### src/rtl/alu_issue_stage.sv
// ---------------------------------------------------------------------------
// alu_issue_stage
//   ID/EX pipeline stage in front of the ALU. It decodes ALUOp and funct into
//   a 4-bit ALUctl code, then selects and extends the A/B operands. The result
//   is registered into EX. BEQ/BNE are resolved from the ALU Zero output, and
//   a taken branch squashes the wrong-path instruction being loaded.
//
// Ports
//   clk_i, rst_i         clock, asynchronous active-low reset
//   valid_i              ID instruction present
//   stall_i, flush_i     hold EX / load a bubble (flush wins over stall)
//   alu_op_i, funct_i    main-decoder ALUOp and instruction[5:0]
//   rs_data_i, rt_data_i register-file operands
//   imm_i, rd_i          instruction[15:0], destination register
//   zero_i               ALU Zero result for the EX instruction
//   alu_ctl_o, a_o, b_o  registered ALU control and operands
//   valid_o, rd_o        EX valid and destination register
//   illegal_o            EX instruction had an undefined R-type funct
//   branch_taken_o       combinational branch resolution
//   issue_cnt_o          instructions loaded (wraps)
//   illegal_cnt_o        illegal instructions loaded (wraps)
// ---------------------------------------------------------------------------
module alu_issue_stage #(
  parameter int DATA_W = 32,
  parameter int CNT_W  = 16
) (
  input  logic              clk_i,
  input  logic              rst_i,
  input  logic              valid_i,
  input  logic              stall_i,
  input  logic              flush_i,
  input  logic [2:0]        alu_op_i,
  input  logic [5:0]        funct_i,
  input  logic [DATA_W-1:0] rs_data_i,
  input  logic [DATA_W-1:0] rt_data_i,
  input  logic [15:0]       imm_i,
  input  logic [4:0]        rd_i,
  input  logic              zero_i,
  output logic [3:0]        alu_ctl_o,
  output logic [DATA_W-1:0] a_o,
  output logic [DATA_W-1:0] b_o,
  output logic              valid_o,
  output logic [4:0]        rd_o,
  output logic              illegal_o,
  output logic              branch_taken_o,
  output logic [CNT_W-1:0]  issue_cnt_o,
  output logic [CNT_W-1:0]  illegal_cnt_o
);

  localparam logic [2:0] OP_MEM  = 3'd0;
  localparam logic [2:0] OP_BEQ  = 3'd1;
  localparam logic [2:0] OP_RTYP = 3'd2;
  localparam logic [2:0] OP_ADDI = 3'd3;
  localparam logic [2:0] OP_SLTI = 3'd4;
  localparam logic [2:0] OP_LUI  = 3'd5;
  localparam logic [2:0] OP_ORI  = 3'd6;
  localparam logic [2:0] OP_BNE  = 3'd7;

  // Returns {illegal, ALUctl}. Only R-type can be illegal.
  function automatic logic [4:0] decode_ctl(input logic [2:0] op, input logic [5:0] fn);
    logic [4:0] r;
    r = 5'b0_0000;
    case (op)
      OP_MEM, OP_ADDI: r = {1'b0, 4'd2};
      OP_BEQ, OP_BNE:  r = {1'b0, 4'd6};
      OP_SLTI:         r = {1'b0, 4'd7};
      OP_LUI:          r = {1'b0, 4'd5};
      OP_ORI:          r = {1'b0, 4'd8};
      default: begin
        case (fn)
          6'h20:   r = {1'b0, 4'd2};
          6'h22:   r = {1'b0, 4'd6};
          6'h24:   r = {1'b0, 4'd0};
          6'h25:   r = {1'b0, 4'd1};
          6'h2A:   r = {1'b0, 4'd7};
          6'h06:   r = {1'b0, 4'd3};
          6'h18:   r = {1'b0, 4'd10};
          default: r = {1'b1, 4'd0};
        endcase
      end
    endcase
    return r;
  endfunction

  function automatic logic [DATA_W-1:0] sext16(input logic [15:0] v);
    return {{(DATA_W-16){v[15]}}, v};
  endfunction

  function automatic logic [DATA_W-1:0] zext16(input logic [15:0] v);
    return {{(DATA_W-16){1'b0}}, v};
  endfunction

  // ---- stage p0: ID decode and operand select ----
  logic [3:0]        ctl_p0;
  logic              ill_p0;
  logic [DATA_W-1:0] a_p0;
  logic [DATA_W-1:0] b_p0;
  logic              beq_p0;
  logic              bne_p0;

  always_comb begin
    {ill_p0, ctl_p0} = decode_ctl(alu_op_i, funct_i);
    // LUI feeds the immediate through B with A forced to zero. SRLV keeps A=rs
    // because the ALU computes B>>A, so A carries the shift amount.
    a_p0 = (alu_op_i == OP_LUI) ? '0 : rs_data_i;
    case (alu_op_i)
      OP_MEM, OP_ADDI, OP_SLTI: b_p0 = sext16(imm_i);
      OP_LUI, OP_ORI:           b_p0 = zext16(imm_i);
      default:                  b_p0 = rt_data_i;
    endcase
    // Flags are masked by valid_i so that a non-instruction cannot resolve as a branch.
    beq_p0 = valid_i & (alu_op_i == OP_BEQ);
    bne_p0 = valid_i & (alu_op_i == OP_BNE);
  end

  // ---- stage p1: EX register ----
  logic              vld_p1;
  logic [3:0]        ctl_p1;
  logic [DATA_W-1:0] a_p1;
  logic [DATA_W-1:0] b_p1;
  logic              ill_p1;
  logic [4:0]        rd_p1;
  logic              beq_p1;
  logic              bne_p1;
  logic [CNT_W-1:0]  issue_cnt_p1;
  logic [CNT_W-1:0]  illegal_cnt_p1;
  logic              taken;
  logic              bubble;
  logic              load;

  assign taken  = vld_p1 & ((beq_p1 & zero_i) | (bne_p1 & ~zero_i));
  assign bubble = flush_i | taken;
  assign load   = ~bubble & ~stall_i;

  always_ff @(posedge clk_i or negedge rst_i) begin
    if (!rst_i) begin
      vld_p1         <= 1'b0;
      ctl_p1         <= '0;
      a_p1           <= '0;
      b_p1           <= '0;
      ill_p1         <= 1'b0;
      rd_p1          <= '0;
      beq_p1         <= 1'b0;
      bne_p1         <= 1'b0;
      issue_cnt_p1   <= '0;
      illegal_cnt_p1 <= '0;
    end else if (bubble) begin
      vld_p1 <= 1'b0;
      ctl_p1 <= '0;
      a_p1   <= '0;
      b_p1   <= '0;
      ill_p1 <= 1'b0;
      rd_p1  <= '0;
      beq_p1 <= 1'b0;
      bne_p1 <= 1'b0;
    end else if (load) begin
      vld_p1 <= valid_i;
      ctl_p1 <= ctl_p0;
      a_p1   <= a_p0;
      b_p1   <= b_p0;
      ill_p1 <= ill_p0;
      rd_p1  <= rd_i;
      beq_p1 <= beq_p0;
      bne_p1 <= bne_p0;
      if (valid_i) begin
        issue_cnt_p1 <= issue_cnt_p1 + 1'b1;
        if (ill_p0) illegal_cnt_p1 <= illegal_cnt_p1 + 1'b1;
      end
    end
  end

  assign alu_ctl_o      = ctl_p1;
  assign a_o            = a_p1;
  assign b_o            = b_p1;
  assign valid_o        = vld_p1;
  assign rd_o           = rd_p1;
  assign illegal_o      = ill_p1;
  assign branch_taken_o = taken;
  assign issue_cnt_o    = issue_cnt_p1;
  assign illegal_cnt_o  = illegal_cnt_p1;

endmodule
### config.mk
export PLATFORM = sky130hd
export DESIGN_NAME = alu_issue_stage
export DESIGN_NICKNAME = d
export VERILOG_FILES = /design/src/rtl/alu_issue_stage.sv
export SDC_FILE = /design/constraint.sdc
export NUM_CORES = 1
export LEC_CHECK = 0
export CORE_MARGIN = 3
export CORE_UTILIZATION = 32
export CTS_CLUSTER_SIZE = 20
export DETAILED_ROUTE_END_ITERATION = 16
export DONT_BUFFER_PORTS = 1
export PLACE_DENSITY_LB_ADDON = 0.25
export SYNTH_ARGS = -nofsm -noshare
export SYNTH_HDL_FRONTEND = slang
export SYNTH_SLANG_ARGS = --single-unit
### constraint.sdc
create_clock -name clk_i -period 4.1 [get_ports clk_i]
set_input_delay 0.82 -clock clk_i [delete_from_list [all_inputs] [get_ports clk_i]]
set_output_delay 0.82 -clock clk_i [all_outputs]
set_load 0.1 [all_outputs]
# ---- Yosys cells after proc, flatten, opt, wreduce, memory -nomap -nowiden
# Index checks and enable logic that the tools add are counted.
dict set report word_totals {
  wordCells 64
  regBits 109
  in_bits 100
  out_inout_bits 108
}
dict set report classes {
  addsub 2
  bitwise_logic 11
  mux 20
  n_reduce_logical 8
  n_eq_ne 13
}
# op n
set op_table {}
lappend op_table {{2-to-1 mux 32 bit} 5}
lappend op_table {{one-hot mux 32 bit (2 select lines)} 1}
lappend op_table {{one-hot mux 5 bit (7 select lines)} 1}
lappend op_table {{adder 16 x 1 -> 16 bit (second input constant)} 2}
lappend op_table {{equality test 6 bit (second input constant)} 5}
lappend op_table {{one-hot mux 5 bit (5 select lines)} 1}
lappend op_table {{equality test 3 bit (second input constant)} 4}
lappend op_table {{2-to-1 mux 5 bit} 2}
lappend op_table {{2-to-1 mux 1 bit} 8}
lappend op_table {{2-to-1 mux 4 bit} 2}
lappend op_table {{AND 1 bit} 6}
lappend op_table {{equality test 6 x 3 -> 1 bit (second input constant)} 1}
lappend op_table {{equality test 6 x 5 -> 1 bit (second input constant)} 1}
lappend op_table {{OR reduction 2 bit} 3}
lappend op_table {{AND reduction 4 bit} 1}
lappend op_table {{equality test 3 x 1 -> 1 bit (second input constant)} 1}
lappend op_table {{equality test 3 x 2 -> 1 bit (second input constant)} 1}
lappend op_table {{logical NOT 3 bit} 1}
lappend op_table {{inverter 1 bit} 3}
lappend op_table {{AND reduction 3 bit} 1}
lappend op_table {{OR reduction 3 bit} 1}
lappend op_table {{bitwise OR 1 bit} 2}
lappend op_table {{nonzero test 2 bit} 1}

# ---- Longest topological paths before layout
dict set report logic_depth {
  word_depth 9
  ltp_mapped 7
  mapped_depth_nobuf 5
}

# ---- Worst setup path before layout
# OpenSTA, ideal clock, no wires.
dict set report synth_path {
  path_type {register -> output}
  from {reg vld_p1, in the netlist valid_o}
  to {out branch_taken_o}
  arrival_time_ns 1.870
  n_path_buf 0
  required_ns 3.280
  stages_incl_launch_ff 2
  slack_ns 1.410
  path_cell_list {dfrtp_1 and2_1}
}
dict set report synth_via {
  elab_chain_cells 1
}
# element line
set synth_lines {}
lappend synth_lines {{start, declared} 117} ;# logic vld_p1;
lappend synth_lines {{start signal, assigned} 157} ;# vld_p1 <= valid_i;
lappend synth_lines {{AND 1 bit} 131} ;# assign taken = vld_p1 & ((beq_p1 & zero_i) | (bne_p1 & ~zero_i));
lappend synth_lines {{end, declared} 45} ;# output logic branch_taken_o,
# Every way passes these cells.

# ---- Worst setup path after layout
# Ends and elaborated chain as after synthesis.

==> flow_summary.json <==
{
  "worstMarginPinSlew_ns": 1.134,
  "leakage_power_summed_over_all_cells_nw": 2.447,
  "cell_area_after_synthesis_um2": 4888,
  "cts-htree-levels": 3,
  "cap_viol_max_count": 0,
  "final_net_count": 550,
  "final_ant_viol_nets": 0,
  "power.density_cell_area_nw_per_um2": 533.4,
  "dp_hpwl_um": 8699,
  "grt_pass1_vias": 3496,
  "timing.setup.critical_path_class": "register to output pin",
  "die-area_um2": 16790,
  "sw_frac_of_total_pct": 41.62,
  "final_cell_mix": "sky130_fd_sc_hd__dfrtp_1 (109), sky130_fd_sc_hd__nand2_1 (65), sky130_fd_sc_hd__nor2_1 (46), sky130_fd_sc_hd__a22o_1 (32), sky130_fd_sc_hd__o21ai_0 (22)",
  "synth-edff-count": 0,
  "coreArea_um2": 14750,
  "finish.utilization_pct": 36.46,
  "dr.first_iter.drc_count": 118,
  "cts_num_sinks": 109,
  "final_period_util_pct": 65.01,
  "finalHoldViolations": 0,
  "finalWeightedCongestion": 0.7571,
  "route.met3.wl_um": 1331,
  "period_needed_ns": 2.665,
  "slew_headroom_pct": 23.88,
  "antenna_found_initial": 0,
  "setup.worst_path.start_class": "register",
  "synth-async-reset-ratio_pct": 100.0,
  "postSynthAreaPerCell_um2": 10.96,
  "yosys.cell_types.count": 52,
  "run_status": "finished clean",
  "totalNegativeSetupSlack_ns": 0,
  "ctsHoldBuffers": 0,
  "path_cells": "buf_4 -> and2_1",
  "total_switching_power_mw": 1.194,
  "num_antenna_cells": 0,
  "viasPerCell": 5.334,
  "seq_cells_post_synth": 109,
  "r2r-end": "issue_cnt_o[13]",
  "timing.final.ws_setup_ns": 1.435,
  "drt_drc_violations_left": 0,
  "combPwrFrac_pct": 12.4,
  "setup-violations-final": 0,
  "die_h_um": 129.6,
  "achievable-frequency_mhz": 375.2,
  "crit_required_ns": 3.28,
  "clock_path_buffers": 2,
  "layout.cells.most_common": "sky130_fd_sc_hd__dfrtp_1",
  "worst_ir_drop_vdd_v": 0.0001988,
  "critical-path-slowest-cell": "sky130_fd_sc_hd__and2_1",
  "pwr-share-clk_pct": 29.2,
  "yosys_warnings": 0,
  "die_width_um": 129.6,
  "clock-skew-final_ns": 0.006623,
  "drt_first_pass_iters": 4,
  "root_buffer": "sky130_fd_sc_hd__clkbuf_16",
  "r2r_cells": 5,
  "dp_slack_ns": 1.418,
  "num_vias": 3398,
  "critical_path.endpoint": "branch_taken_o",
  "proportion_of_synthesized_chip_area_in_sequential_cells_pct": 55.80,
  "port_buffers": 0,
  "cts-resized-gates": 0,
  "worst_skew_late_latency_ns": 0.34,
  "share_of_post_route_cells_with_drive_strength_above_1_pct": 12.14,
  "n_fill_cell": 1503,
  "global_route.usage.total_pct": 14.69,
  "top_level_ports": 208,
  "cts_setup_buffers": 0,
  "worst_setup_path_startpoint": "valid_o",
  "maximum_number_of_pins_on_one_net_before_global_route_repair": 110,
  "clock_buffers_created_by_tritoncts": 9,
  "initial_utilization_pct": 33.13,
  "cts_tree": "done",
  "global_route.overflow_total": 0,
  "timing.critical_path.slowest_cell_delay_ns": 0.84,
  "first_pass_grt_wire_length_um": 19000,
  "top_signal_layer_used": "met4",
  "rsz_0062_raised_after_global_routing": "no",
  "clkTransAtPathRegs_ns": 0.08,
  "routed-wl-met2_um": 5772,
  "syn_inst": 446,
  "wirelength_met1_um": 4974,
  "cellInternalPower_mw": 1.675,
  "synthFlopType": "sky130_fd_sc_hd__dfrtp_1",
  "routedWlPerCell_um": 19.38,
  "synth.net_count": 548,
  "hold_path_class": "input pin to async pin",
  "slew_viol_final": 0,
  "power.sequential.fraction_pct": 58.4,
  "reg2reg_setup_slack_ns": 1.81,
  "critPathArrivalTime_ns": 1.85,
  "timing.critical_path.fanout_max": 6,
  "area_delta_synth_final_pct": 10.03,
  "worstReg2RegStart": "issue_cnt_o[3]",
  "row_count": 44,
  "detail_route.wirelength_um": 12340,
  "cp-end-kind": "output pin"
}
-- final cells by class --
type / count / area, µm² / area share (%)
Timing Repair Buffer: 19 / 142.6 / 2.652
Inverter: 7 / 26.28 / 0.4885
Clock inverter: 6 / 47.55 / 0.8839
Multi-Input combinational cell: 302 / 1966 / 36.54
Tap cell: 184 / 230.2 / 4.280
Sequential cell: 109 / 2728 / 50.71
Clock buffer: 10 / 239.0 / 4.443
-- worst min-delay path by stage --
stage	start	end	slack, ns	depth (start not counted)
finish	rst_i	issue_cnt_o[15]	0.16	0
global route	rst_i	issue_cnt_o[15]	0.13	0
CTS	rst_i	issue_cnt_o[15]	0.13	0
detailed placement	issue_cnt_o[2]	issue_cnt_o[2]	0.50	1
global placement	issue_cnt_o[2]	issue_cnt_o[2]	0.48	1
floorplan	beq_p1	beq_p1	0.44	2
-- per-layer routing --
metal / vias up / GRT usage (%)
met5: - / 0
met4: 0 / 6.296
met3: 17 / 5.894
met2: 164 / 22.96
met1: 1639 / 18.00
li1: 1578 / -
-- through the flow --
stage	power [mW]	cells	hold slack (ns)	instance area, µm²
after floorplan	1.975	446	0.4435	4888
after global placement	2.048	621	0.4829	5092
after detailed placement	2.057	621	0.4980	5092
after CTS	2.915	637	0.1335	5379
after global routing	3.000	637	0.1297	5379
final	2.869	637	0.1585	5379
-- cells in the mapped netlist, types with 2 or more instances --
cell                       instances  share of area (%)
sky130_fd_sc_hd__nor3b_1           2               0.31
sky130_fd_sc_hd__nand2_1          65                5.0
sky130_fd_sc_hd__nor4_1            4               0.51
sky130_fd_sc_hd__mux2_2            2               0.46
sky130_fd_sc_hd__nand4b_1          2               0.36
sky130_fd_sc_hd__a22o_1           32                5.7
sky130_fd_sc_hd__inv_1             7               0.54
sky130_fd_sc_hd__a211oi_1          2               0.31
sky130_fd_sc_hd__ha_1              2               0.51
sky130_fd_sc_hd__and4_1            3               0.54
sky130_fd_sc_hd__clkbuf_8          2               0.56
sky130_fd_sc_hd__a311oi_1         16                2.9
sky130_fd_sc_hd__nor3_2            7                1.4
sky130_fd_sc_hd__o21a_1            3               0.46
sky130_fd_sc_hd__nor2_1           46                3.5
sky130_fd_sc_hd__buf_6             5                1.2
sky130_fd_sc_hd__xnor2_1          15                2.7
sky130_fd_sc_hd__and2_1            4               0.51
sky130_fd_sc_hd__nand3_1          15                1.5
sky130_fd_sc_hd__and3_1            3               0.38
sky130_fd_sc_hd__o21ai_0          22                2.3
sky130_fd_sc_hd__dfrtp_1         109                 56
sky130_fd_sc_hd__clkbuf_1         12               0.92
sky130_fd_sc_hd__nand2b_1          3               0.38
sky130_fd_sc_hd__buf_2             9               0.92
sky130_fd_sc_hd__a21oi_1           3               0.31
sky130_fd_sc_hd__xor2_1           16                2.9
sky130_fd_sc_hd__nand4_1           7               0.90
sky130_fd_sc_hd__mux2i_1           5                1.0
-- critical path, delay by kind of cell, from the launching register on --
kind	cells	cell delay, ns
buffers and inverters	1	0.33
DFF	1	0.33
and+or+nand+nor	1	0.84
-- kinds of logic (layout without fill, tap and decap cells) --
kind of cell / count (synthesis) / in the layout / share of synthesized area, %
xor gates and xnor gates: 31 / 31 / 5.554
muxes: 8 / 8 / 1.792
adders and majority gates: 2 / 2 / 0.5118
AOI/OAI and AO/OA: 88 / 88 / 14.03
and+or+nand+nor: 173 / 173 / 18.22
buffers and inverters: 35 / 42 / 4.095
DFF: 109 / 109 / 55.80
-- power groups by stage --
stage | logic (mW) | clock network (mW) | registers [mW]
6_report | 0.357 | 0.838 | 1.67
5_1_grt | 0.386 | 0.926 | 1.69
2_1_floorplan | 0.166 | 0 | 1.81
3_3_place_gp | 0.351 | 0 | 1.70
3_5_place_dp | 0.359 | 0 | 1.70
4_1_cts | 0.359 | 0.879 | 1.68
-- state kept, by name (all words and copies together), names as in the netlist --
name and flops:
issue_cnt_o 16, beq_p1 1, illegal_cnt_o 16, bne_p1 1, a_o 32, alu_ctl_o 4
rd_o 5, b_o 32, valid_o 1, illegal_o 1
(Power assumes the default switching activity.)
